File: config.mk
export PLATFORM = sky130hd
export DESIGN_NAME = fetch_unit
export DESIGN_NICKNAME = d
export VERILOG_FILES = /design/src/rtl/cpu_pkg.sv /design/src/rtl/fetch_unit.sv
export SDC_FILE = /design/constraint.sdc
export NUM_CORES = 1
export LEC_CHECK = 0
export CORE_MARGIN = 2
export CORE_UTILIZATION = 23
export DETAILED_ROUTE_END_ITERATION = 8
export GPL_ROUTABILITY_DRIVEN = 0
export PLACE_DENSITY = 0.52
export SKIP_LAST_GASP = 1
export SYNTH_ARGS = -nofsm -noshare
export SYNTH_HDL_FRONTEND = slang
export SYNTH_SLANG_ARGS = --single-unit
File: constraint.sdc
create_clock -name clk -period 3.4 [get_ports clk]
set_input_delay 0.85 -clock clk [delete_from_list [all_inputs] [get_ports clk]]
set_output_delay 0.85 -clock clk [all_outputs]
set_load 0.01 [all_outputs]
File: src/rtl/cpu_pkg.sv
// cpu_pkg
// Shared definitions for the CPU front end.
// Contents:
//   CPU_XLEN      default address / PC width in bits
//   CPU_INST_W    default instruction word width in bits
//   CPU_PC_STEP   sequential PC increment in bytes
//   fetch_state_t fetch stage state encoding {IDLE, REQ, DRAIN, HOLD}
package cpu_pkg;

  localparam int CPU_XLEN    = 32;
  localparam int CPU_INST_W  = 32;
  localparam int CPU_PC_STEP = 4;

  // IDLE  : one quiet cycle after reset release
  // REQ   : memory read outstanding, result will be kept
  // DRAIN : memory read outstanding, result will be thrown away (redirected)
  // HOLD  : instruction buffered and offered to decode
  typedef enum logic [1:0] {
    IDLE  = 2'd0,
    REQ   = 2'd1,
    DRAIN = 2'd2,
    HOLD  = 2'd3
  } fetch_state_t;

endpackage

File: src/rtl/fetch_unit.sv
// fetch_unit
// Instruction-fetch stage that sits right after the PC register. It reads
// the instruction at the current PC over a req/ack memory port, parks the
// word in a one-entry buffer for decode (valid/ready), and tells the PC
// register what to load next: the sequential address or a redirect target.
//
// Ports:
//   clk              clock, rising edge
//   rst              asynchronous, active-high reset
//   pc_in            current PC (PC register output)
//   pc_next          value for the PC register to load
//   pc_en            PC load enable, single-cycle pulse
//   imem_req         instruction memory read request
//   imem_addr        instruction memory read address (= pc_in)
//   imem_ack         read data valid this cycle
//   imem_rdata       read data
//   redirect_valid   branch/jump redirect pulse
//   redirect_target  redirect PC
//   inst_valid       buffered instruction valid to decode
//   inst_ready       decode accepts the instruction
//   inst_out         buffered instruction
//   inst_pc          PC of the buffered instruction
module fetch_unit
  import cpu_pkg::*;
#(
  parameter int XLEN    = CPU_XLEN,
  parameter int INST_W  = CPU_INST_W,
  parameter int PC_STEP = CPU_PC_STEP
) (
  input  logic              clk,
  input  logic              rst,
  input  logic [XLEN-1:0]   pc_in,
  output logic [XLEN-1:0]   pc_next,
  output logic              pc_en,
  output logic              imem_req,
  output logic [XLEN-1:0]   imem_addr,
  input  logic              imem_ack,
  input  logic [INST_W-1:0] imem_rdata,
  input  logic              redirect_valid,
  input  logic [XLEN-1:0]   redirect_target,
  output logic              inst_valid,
  input  logic              inst_ready,
  output logic [INST_W-1:0] inst_out,
  output logic [XLEN-1:0]   inst_pc
);

  fetch_state_t    state;
  logic [XLEN-1:0] pend_tgt;
  logic [XLEN-1:0] seq_pc;

  // The PC only moves when we pulse pc_en, so pc_in is stable for the whole
  // life of a request and can drive the memory address directly.
  assign imem_addr = pc_in;

  // Sequential successor; wraps naturally at 2^XLEN.
  assign seq_pc = pc_in + XLEN'(PC_STEP);

  // Next-PC selection. The PC is only ever loaded on a memory ack (end of a
  // fetch) or when a redirect lands while an instruction is buffered.
  // A redirect that arrives while a read is outstanding cannot load the PC
  // yet, since the address must stay stable; it is parked in pend_tgt and
  // applied when the stale read finally acks. A redirect on the ack cycle
  // itself is fresher than anything parked, so it takes priority.
  always_comb begin
    pc_en   = 1'b0;
    pc_next = '0;
    unique case (state)
      REQ: begin
        if (imem_ack) begin
          pc_en   = 1'b1;
          pc_next = redirect_valid ? redirect_target : seq_pc;
        end
      end
      DRAIN: begin
        if (imem_ack) begin
          pc_en   = 1'b1;
          pc_next = redirect_valid ? redirect_target : pend_tgt;
        end
      end
      HOLD: begin
        if (redirect_valid) begin
          pc_en   = 1'b1;
          pc_next = redirect_target;
        end
      end
      default: begin
        pc_en   = 1'b0;
        pc_next = '0;
      end
    endcase
  end

  // Fetch controller. imem_req and inst_valid are registered alongside the
  // state so that they are exactly "state is REQ/DRAIN" and "state is HOLD".
  // Once imem_req rises it only falls on the ack that completes the read,
  // so a request is never withdrawn. Redirects always beat both sequential
  // advance and the decode handshake.
  always_ff @(posedge clk or posedge rst) begin
    if (rst) begin
      state      <= IDLE;
      imem_req   <= 1'b0;
      inst_valid <= 1'b0;
      inst_out   <= '0;
      inst_pc    <= '0;
      pend_tgt   <= '0;
    end else begin
      unique case (state)
        IDLE: begin
          state    <= REQ;
          imem_req <= 1'b1;
        end

        REQ: begin
          if (imem_ack && !redirect_valid) begin
            inst_out   <= imem_rdata;
            inst_pc    <= pc_in;
            state      <= HOLD;
            imem_req   <= 1'b0;
            inst_valid <= 1'b1;
          end else if (!imem_ack && redirect_valid) begin
            pend_tgt <= redirect_target;
            state    <= DRAIN;
          end
          // ack together with redirect: data dropped, PC reloaded, and the
          // request simply continues at the new address.
        end

        DRAIN: begin
          if (redirect_valid) begin
            pend_tgt <= redirect_target;
          end
          if (imem_ack) begin
            state <= REQ;
          end
        end

        HOLD: begin
          // Either a completed handshake or a redirect frees the buffer.
          // On a handshake the PC was already advanced on entry to HOLD.
          if (redirect_valid || inst_ready) begin
            state      <= REQ;
            imem_req   <= 1'b1;
            inst_valid <= 1'b0;
          end
        end

        default: begin
          state      <= IDLE;
          imem_req   <= 1'b0;
          inst_valid <= 1'b0;
        end
      endcase
    end
  end

endmodule

# Yosys cells after proc, flatten, opt, wreduce, memory -nomap -nowiden

Cells that the tools add are included.

Output and inout port bits: 131
Input port bits: 101
Latch bits: 0
Bits in read-only memories: 0
Memories kept: 0
RAM bits: 0
Flip-flop bits (word level): 100
Word-level logic and storage cells: 54

$lt $le $gt $ge: 0
Equal/unequal tests: 9
Divide/modulo/power cells: 0
Shifts and indexed selects: 0
Multipliers: 0
Muxes and demuxes: 23
Bitwise logic cells: 0
Add/subtract/negate cells: 1
Reductions and logical operators: 15

Operator list:

| cell                                          | number |
|---|---|
| two-way mux 32 bit                            | 7 |
| case mux 32 bit (3 select lines)              | 1 |
| case mux 32 bit (2 select lines)              | 1 |
| adder 32 x 3 -> 32 bit, second input constant | 1 |
| AND reduction 3 bit                           | 4 |
| inequality test 2 bit, second input constant  | 5 |
| two-way mux 2 bit                             | 4 |
| case mux 2 bit (4 select lines)               | 1 |
| two-way mux 1 bit                             | 6 |
| == test 2 bit, second input constant          | 2 |
| case mux 1 bit (2 select lines)               | 2 |
| nonzero test 2 bit                            | 2 |
| inequality test 3 bit, second input constant  | 1 |
| case mux 1 bit (3 select lines)               | 1 |
| nonzero test 3 bit                            | 1 |
| == test 2 x 1 -> 1 bit, second input constant | 1 |
| logical AND 1 bit                             | 2 |
| logical NOT 1 bit                             | 2 |
| logical NOT 2 bit                             | 1 |
| AND reduction 2 bit                           | 1 |
| OR reduction 2 bit                            | 1 |
| logical OR 1 bit                              | 1 |

# Logic depth before layout (Yosys ltp)

Gate-level depths: netlist of run 1.

Word-level depth: 5
Gate-level depth with buffers: 9
Mapped depth without buffers: 7

# Least setup slack after synthesis of run 1

Ideal clock, no wire load.

Kind: input to output
From: input redirect_valid
To: output pc_next[11]
Slack: 343 ps
Cell stages on the path: 8
Arrival: 2207 ps
Data required time: 2550 ps
Cell sequence: buf_2 nor2b_1 and2_1 clkbuf_1 buf_4 buf_4 a22oi_1 o22ai_1

Cells in the longest elaborated chain, start to end: 3
Elaborated cells on any way between the ends: 6
Classes of those cells: 6 x mux

RTL lines:

| item                                  | RTL line                           | text |
|---|---|---|
| start: declaration                    | fetch_unit.sv:39                   | `input logic redirect_valid,` |
| two-way mux 32 bit (on tied branches) | n/a                                |  |
| two-way mux 32 bit (on tied branches) | fetch_unit.sv:75, fetch_unit.sv:69 |  |
| case mux 32 bit (3 select lines) (*)  | fetch_unit.sv:67                   | `unique case (state)` |
| end: declaration                      | fetch_unit.sv:33                   | `output logic [XLEN-1:0] pc_next,` |

Every way passes the cells marked *; elsewhere a longest branch is shown, timed or not.

# Worst setup path in the final report of run 1

From: input pc_in[23]
To: output pc_next[30]

Cells in the longest elaborated chain, start to end: 4

RTL lines:

| item                             | RTL line         | text |
|---|---|---|
| start: declaration               | fetch_unit.sv:32 | `input logic [XLEN-1:0] pc_in,` |
| adder 32 x 3 -> 32 bit           | fetch_unit.sv:56 | `assign seq_pc = pc_in + XLEN'(PC_STEP);` |
| two-way mux 32 bit               | fetch_unit.sv:71 | `pc_next = redirect_valid ? redirect_target : seq_pc;` |
| two-way mux 32 bit               | fetch_unit.sv:69 | `if (imem_ack) begin` |
| case mux 32 bit (3 select lines) | fetch_unit.sv:67 |  |

Every way passes these cells.

==> flow_metrics.py, run 1 <==
metrics = {
    "worst_setup_path": {
        "crit_fanout": 6,
        "crit_path_end_kind": "output port",
        "cp_data_required_time_ns": 2.55,
        "start_kind": "input pin",
        "critical_path_class": "in -> out",
        "arrival_ns": 2.49,
    },
    "timing": {
        "finalClockSkew_ns": 0.00573,
        "rsz0062_at_grt": "yes",
        "final.period_utilization": 0.981,
        "max_freq_mhz": 300,
        "maxSlewHeadroom": 0.625,
        "fin_crit_ns": 3.34,
        "hold_viol": 0,
        "setup_ws_ns": 0.0649,
        "setup_viol": 0,
        "worst_pin_slew_ns": 0.561,
        "slew_violations": 0,
    },
    "detailed_routing": {
        "vias": 4924,
        "drc": 0,
        "drt_iter0_drc": 258,
        "routed_via_density": 4.54,
        "drtPass1Iterations": 5,
        "ant_nets": 0,
        "wire_per_inst_um": 18.3,
        "wl_mm": 19.8,
    },
    "clocking": {
        "clk_latency_ns": 0.35,
        "cts-htree-levels": 3,
        "cts_buffers": 9,
        "cts_tree": "yes",
        "clock_sinks": 100,
        "cts_buffer_depth": 2,
        "clk_pin_slew_ns": 0.07,
        "root_buffer": "clkbuf_16",
    },
    "yosys": {
        "syn-mean-instance-area_um2": 11.5,
        "syn_nets": 579,
        "synth_ff_type": "dfrtp_1",
        "synthTopCellsByArea": "dfrtp_1 (46%), mux2_2 (20%), buf_4 (4.7%)",
        "synth_top_area_share": 0.464,
        "yosys.area.top_type": "dfrtp_1",
        "netlist_instances": 470,
        "yosys_warnings": 0,
        "yosysMostFrequentCell": "dfrtp_1",
        "synth_common_cells": "dfrtp_1 (100), mux2_2 (94), buf_4 (34), a22oi_1 (24), nor2_1 (24)",
        "ys_seq_area_frac": 0.464,
        "synthArstFlopShare": 1.00,
        "synth-edff-count": 0,
        "syn-cell-area_um2": 5400,
        "ys_types": 50,
        "synth-seq-cells": 100,
    },
    "final_layout": {
        "nNetsFinal": 870,
        "synthToLayoutAreaGrowth_pct": 66.8,
        "diodes": 0,
        "drive_above_1_share": 0.367,
        "n_fill_cell": 2306,
    },
    "grt": {
        "antenna_found_initial": 0,
        "grt-ovfl-total": 0,
        "gr-usage-all-layers": 0.159,
        "first_global_vias": 5258,
        "grt_pass1_wl_mm": 29.8,
        "grt_max_degree": 68,
    },
    "placed_design": {
        "post-place-ws_ns": -0.761,
        "io_buffer_count": 231,
        "dp_hpwl_mm": 15.3,
    },
    "power": {
        "total_power_mw": 6.48,
        "power.leakage_nw": 3.79,
        "powerDensity_nw_per_um2": 719,
        "peakVddDrop_uv": 314,
    },
    "job": {
        "drv_cap": 0,
    },
    "worst_hold_path": {
        "hold_class": "reg -> reg",
    },
    "die": {
        "rows": 56,
        "die_h_um": 157,
        "die_x_um": 157,
        "fp.coreArea_um2": 23300,
        "ioPinCount": 232,
        "die_area_um2": 24700,
        "initial_utilization": 0.232,
    },
    "status": {
        "outcome": "complete, no violations",
    },
}
[final timing paths]
kind / startpoint / endpoint / slack, ns / depth (start not counted)
hold / removal: inst_pc[13]$_DFFE_PP0P_ / inst_pc[13]$_DFFE_PP0P_ / 0.51 / 2
setup / recovery: pc_in[23] / pc_next[30] / 0.06 / 8
setup reg to reg: state[0]$_DFFE_PP0P_ / pend_tgt[8]$_DFFE_PP0P_ / 1.35 / 7
min in group asynchronous: rst / inst_out[16]$_DFFE_PP0P_ / 0.90 / 2
hold reg to reg: inst_pc[13]$_DFFE_PP0P_ / inst_pc[13]$_DFFE_PP0P_ / 0.51 / 2
max in group asynchronous: rst / inst_out[21]$_DFFE_PP0P_ / 1.79 / 3
[logic make-up (layout without fill, tap and decap cells)]
group                      count (synthesis)  in the layout  synth area share
buffers and inverters                     66            362            0.0707
xor gates and xnor gates                  25             25            0.0406
AOI/OAI and AO/OA                         82             82             0.108
adders and majority gates                  8              8            0.0185
and+or+nand+nor                           91             91            0.0941
muxes                                     98             98             0.204
DFF                                      100            100             0.464
[timing repair]
item / in CTS / in global routing
buffers inserted: 11 / 4
hold buffers: 0 / 0
endpoints found under the setup margin: 32 / 31
gates resized for setup: 153 / 31
gates cloned: 1 / 0
pin swaps: 19 / 6
[state kept, by name (all words and copies together) (netlist names)]
signal and count:
inst_out 32, inst_pc 32, state 2, imem_req 1, pend_tgt 32, inst_valid 1
[worst max-delay path, stage by stage]
cell and delay (ns):
clkdlybuf4s50_1 0.51, nand3_2 0.10, nor4_2 0.23, buf_4 0.18, nand4_1 0.14, xor2_1 0.18, o22ai_1 0.13, buf_2 0.15
[report_power, final]
group / switching, mW / total, mW / internal (mW)
Sequential: 0.321 / 2.12 / 1.80
Clock: 0.501 / 1.02 / 0.514
Combinational: 1.39 / 3.34 / 1.95
[per-stage QoR]
step	std cells	TNS, ns	area [µm²]	utilization	hold WS [ns]
floorplan	470	0	5400	-	0.459
global placement	1053	-16.66	8520	0.366	0.467
detailed placement	1053	-16.56	8520	0.366	0.474
CTS	1081	-1.39	8950	0.385	0.504
global route	1085	-0.0476	9000	0.387	0.523
finish	1085	0	9000	0.387	0.506
[per-layer routing]
metal  GRT usage  vias to the layer above  wire length [µm]
li1            -                     2287                 -
met1       0.201                     2446              8590
met2       0.261                      158              9500
met3      0.0352                       33              1110
met4      0.0662                        0               603
met5           0                        -                 0
[cell type report]
| type | count | area, µm² | share of cell area |
|---|---|---|---|
| timing repair buffer | 336 | 3090 | 0.343 |
| sequential | 100 | 2500 | 0.278 |
| clock buffer | 9 | 225 | 0.0250 |
| tap | 319 | 399 | 0.0443 |
| multi-input combinational | 304 | 2680 | 0.298 |
| clock inverter | 7 | 62.6 | 0.00695 |
| inverter | 10 | 43.8 | 0.00486 |
[placed cells by master, fill, tap and decap left out, types with 8 or more instances in the layout]
cell type,n
clkbuf_16,9
nor2_1,21
xor2_1,12
o22ai_1,14
nand3_1,8
dfrtp_1,99
xnor2_1,12
clkdlybuf4s50_1,176
buf_4,95
buf_2,15
nand2_1,15
a22oi_1,22
dlygate4sd2_1,21
nand4_1,13
mux2_2,94
(Power assumes the default switching activity.)
==> run 2, diff against run 1 <==
--- a/config.mk
+++ b/config.mk
@@ -5,11 +5,12 @@
 export SDC_FILE = /design/constraint.sdc
 export NUM_CORES = 1
 export LEC_CHECK = 0
+export CORE_ASPECT_RATIO = 1.2
 export CORE_MARGIN = 2
 export CORE_UTILIZATION = 23
 export DETAILED_ROUTE_END_ITERATION = 8
 export GPL_ROUTABILITY_DRIVEN = 0
-export PLACE_DENSITY = 0.52
+export PLACE_DENSITY = 0.5
 export SKIP_LAST_GASP = 1
 export SYNTH_ARGS = -nofsm -noshare
 export SYNTH_HDL_FRONTEND = slang
==> constraint.sdc (replaced) <==
create_clock -name clk -period 3.2 [get_ports clk]
set_input_delay 0.8 -clock clk [delete_from_list [all_inputs] [get_ports clk]]
set_output_delay 0.8 -clock clk [all_outputs]
set_load 0.01 [all_outputs]
==> run 2 against run 1 <==
Sequential share of layout area up 0.15 points. Hold slack worse by 0.017 ns. Power is 5.4% higher. Register-to-register slack worse by 0.11 ns. First-iteration DRC count shrank 18%. Critical path depth is the same. Largest cell class unchanged. Count of clock-buffer cells in the layout increased by 1. Critical path type unchanged.
==> flow_metrics.py, run 2 (synthesis gave the netlist of run 1 again) <==
metrics = {
    "timing": {
        "hold_slack_ns": 0.489,
        "max_freq_mhz": 314,
        "hold_viol": 0,
        "setup_ws_ns": 0.0129,
        "slew_violations": 0,
        "rsz0062_at_grt": "yes",
        "worst_pin_slew_ns": 0.730,
        "setup_viol": 0,
        "final.period_utilization": 0.996,
        "fin_crit_ns": 3.19,
        "finalClockSkew_ns": 0.00771,
        "maxSlewHeadroom": 0.512,
    },
    "worst_setup_path": {
        "rrSetupSlack_ns": 1.24,
        "rr_startpoint": "state[0]$_DFFE_PP0P_",
        "timing.critical_path.buf_inv": 3,
        "critPathCapture": "pc_next[23]",
        "crit_fanout": 4,
        "startpoint": "pc_in[5]",
        "critical_path_class": "in -> out",
        "slowest_stage": "or4_1",
        "cpLargestDelayFamily": "simple AND/OR/NAND/NOR gates",
        "path_cells": "buf_4 -> nand4_4 -> nor4_4 -> buf_4 -> nand2_2 -> or4_1 -> o211ai_1 -> buf_2",
        "reg2reg_depth": 7,
        "r2r-end": "pend_tgt[3]$_DFFE_PP0P_",
        "cp_data_required_time_ns": 2.40,
        "crit_top_cell": "buf_4",
        "crit_path_end_kind": "output port",
        "crit_cells": 8,
        "cpPeakStageDelay_ns": 0.50,
        "start_kind": "input pin",
        "arrival_ns": 2.39,
    },
    "detailed_routing": {
        "drtPass1Iterations": 5,
        "drt_iter0_drc": 212,
        "drc": 0,
        "ant_nets": 0,
        "wl_mm": 19.4,
        "vias": 4863,
        "routed_via_density": 4.52,
        "wire_per_inst_um": 18.0,
    },
    "die": {
        "die_x_um": 144,
        "rows": 61,
        "ioPinCount": 232,
        "die_h_um": 172,
        "initial_utilization": 0.233,
        "die_area_um2": 24700,
        "fp.coreArea_um2": 23100,
    },
    "final_layout": {
        "synthToLayoutAreaGrowth_pct": 66.0,
        "drive_above_1_share": 0.364,
        "n_fill_cell": 2313,
        "final_cell_mix": "clkdlybuf4s50_1 (173), dfrtp_1 (98), mux2_2 (94), buf_4 (89), a22oi_1 (21)",
        "top_regs": "inst_out x32, inst_pc x32, pend_tgt x32",
        "nNetsFinal": 864,
        "layout_commonest_cell": "clkdlybuf4s50_1",
        "fin_util": 0.387,
    },
    "clocking": {
        "cts_tree": "yes",
        "cts_buffers": 9,
        "clk_latency_ns": 0.35,
        "clock_sinks": 100,
        "cts_buffer_depth": 2,
        "root_buffer": "clkbuf_16",
        "clk_pin_slew_ns": 0.08,
        "cts-htree-levels": 3,
    },
    "power": {
        "peakVddDrop_uv": 267,
        "powerDensity_nw_per_um2": 762,
        "total_power_mw": 6.83,
        "power.leakage_nw": 3.73,
    },
    "worst_hold_path": {
        "hold_class": "reg -> reg",
    },
    "grt": {
        "grt-ovfl-total": 0,
        "gr-usage-all-layers": 0.155,
        "grt_pass1_wl_mm": 29.2,
        "first_global_vias": 5144,
        "grt_max_degree": 40,
        "antenna_found_initial": 1,
    },
    "placed_design": {
        "post-place-ws_ns": -0.876,
        "dp_hpwl_mm": 15.2,
        "io_buffer_count": 231,
    },
    "job": {
        "drv_cap": 0,
    },
    "status": {
        "outcome": "complete, no violations",
    },
}
[run 2: changes by cell type in the layout (fill, tap and decap cells not counted), sizes merged]
| cell | change |
|---|---|
| clkbuf | +5 |
| diode | +2 |
| inv | -1 |
| dlymetal6s2s | -1 |
| clkdlybuf4s50 | -3 |
| dlygate4sd2 | -1 |
| buf | -4 |
| bufbuf | -1 |
[run 2: power breakdown]
part	internal, mW	total, mW	switching, mW	leakage [nW]
Sequential	1.91	2.25	0.334	1.17
Clock	0.545	1.09	0.544	0.136
Combinational	2.04	3.49	1.45	2.42
[run 2: worst min-delay path by stage]
stage                             start                        to  slack [ns]  cells after the start
4_1_cts         inst_pc[27]$_DFFE_PP0P_   inst_pc[27]$_DFFE_PP0P_        0.49                      2
2_1_floorplan  pend_tgt[25]$_DFFE_PP0P_  pend_tgt[25]$_DFFE_PP0P_        0.46                      1
6_report        inst_pc[13]$_DFFE_PP0P_   inst_pc[13]$_DFFE_PP0P_        0.49                      2
3_5_place_dp    inst_pc[27]$_DFFE_PP0P_   inst_pc[27]$_DFFE_PP0P_        0.48                      2
3_3_place_gp    inst_pc[10]$_DFFE_PP0P_   inst_pc[10]$_DFFE_PP0P_        0.47                      2
5_1_grt        pend_tgt[24]$_DFFE_PP0P_  pend_tgt[24]$_DFFE_PP0P_        0.52                      1
[run 2: worst register-to-register path, stage by stage (launching register included)]
cell and delay [ns]:
dfrtp_2 0.45, inv_2 0.11, ha_4 0.18, buf_4 0.15, nor2_1 0.07, a211oi_4 0.27, buf_4 0.26, mux2_2 0.35
[run 2: area by class of cell]
cell class	instances	area (µm²)	share of cell area
antenna	2	5.00	0.000559
clock inverter	6	53.8	0.00601
clock buffer	10	229	0.0256
inverter	10	41.3	0.00461
timing repair buffer	330	3030	0.339
tap	315	394	0.0440
multi-input combinational	304	2700	0.301
sequential	100	2500	0.280
[run 2: timing repair]
action / 4_1_cts / 5_1_grt
gates resized for setup: 150 / 49
setup buffers: 1 / 3
setup endpoints to repair: 32 / 24
hold buffers: 0 / 0
pin swaps: 18 / 16
[run 2: stage by stage]
step,instance area [µm²],instances,setup TNS (ns)
5_1_grt,8950,1075,-0.0669
6_report,8960,1077,0
2_1_floorplan,5400,470,0
3_5_place_dp,8580,1055,-20.23
4_1_cts,8870,1072,0
3_3_place_gp,8580,1055,-19.98
[run 2: per-layer routing]
metal	vias to the layer above	GRT usage	routed length (µm)
met3	18	0.0418	1340
li1	2272	-	-
met5	-	0	0
met2	162	0.264	9850
met4	0	0.0546	381
met1	2411	0.189	7800
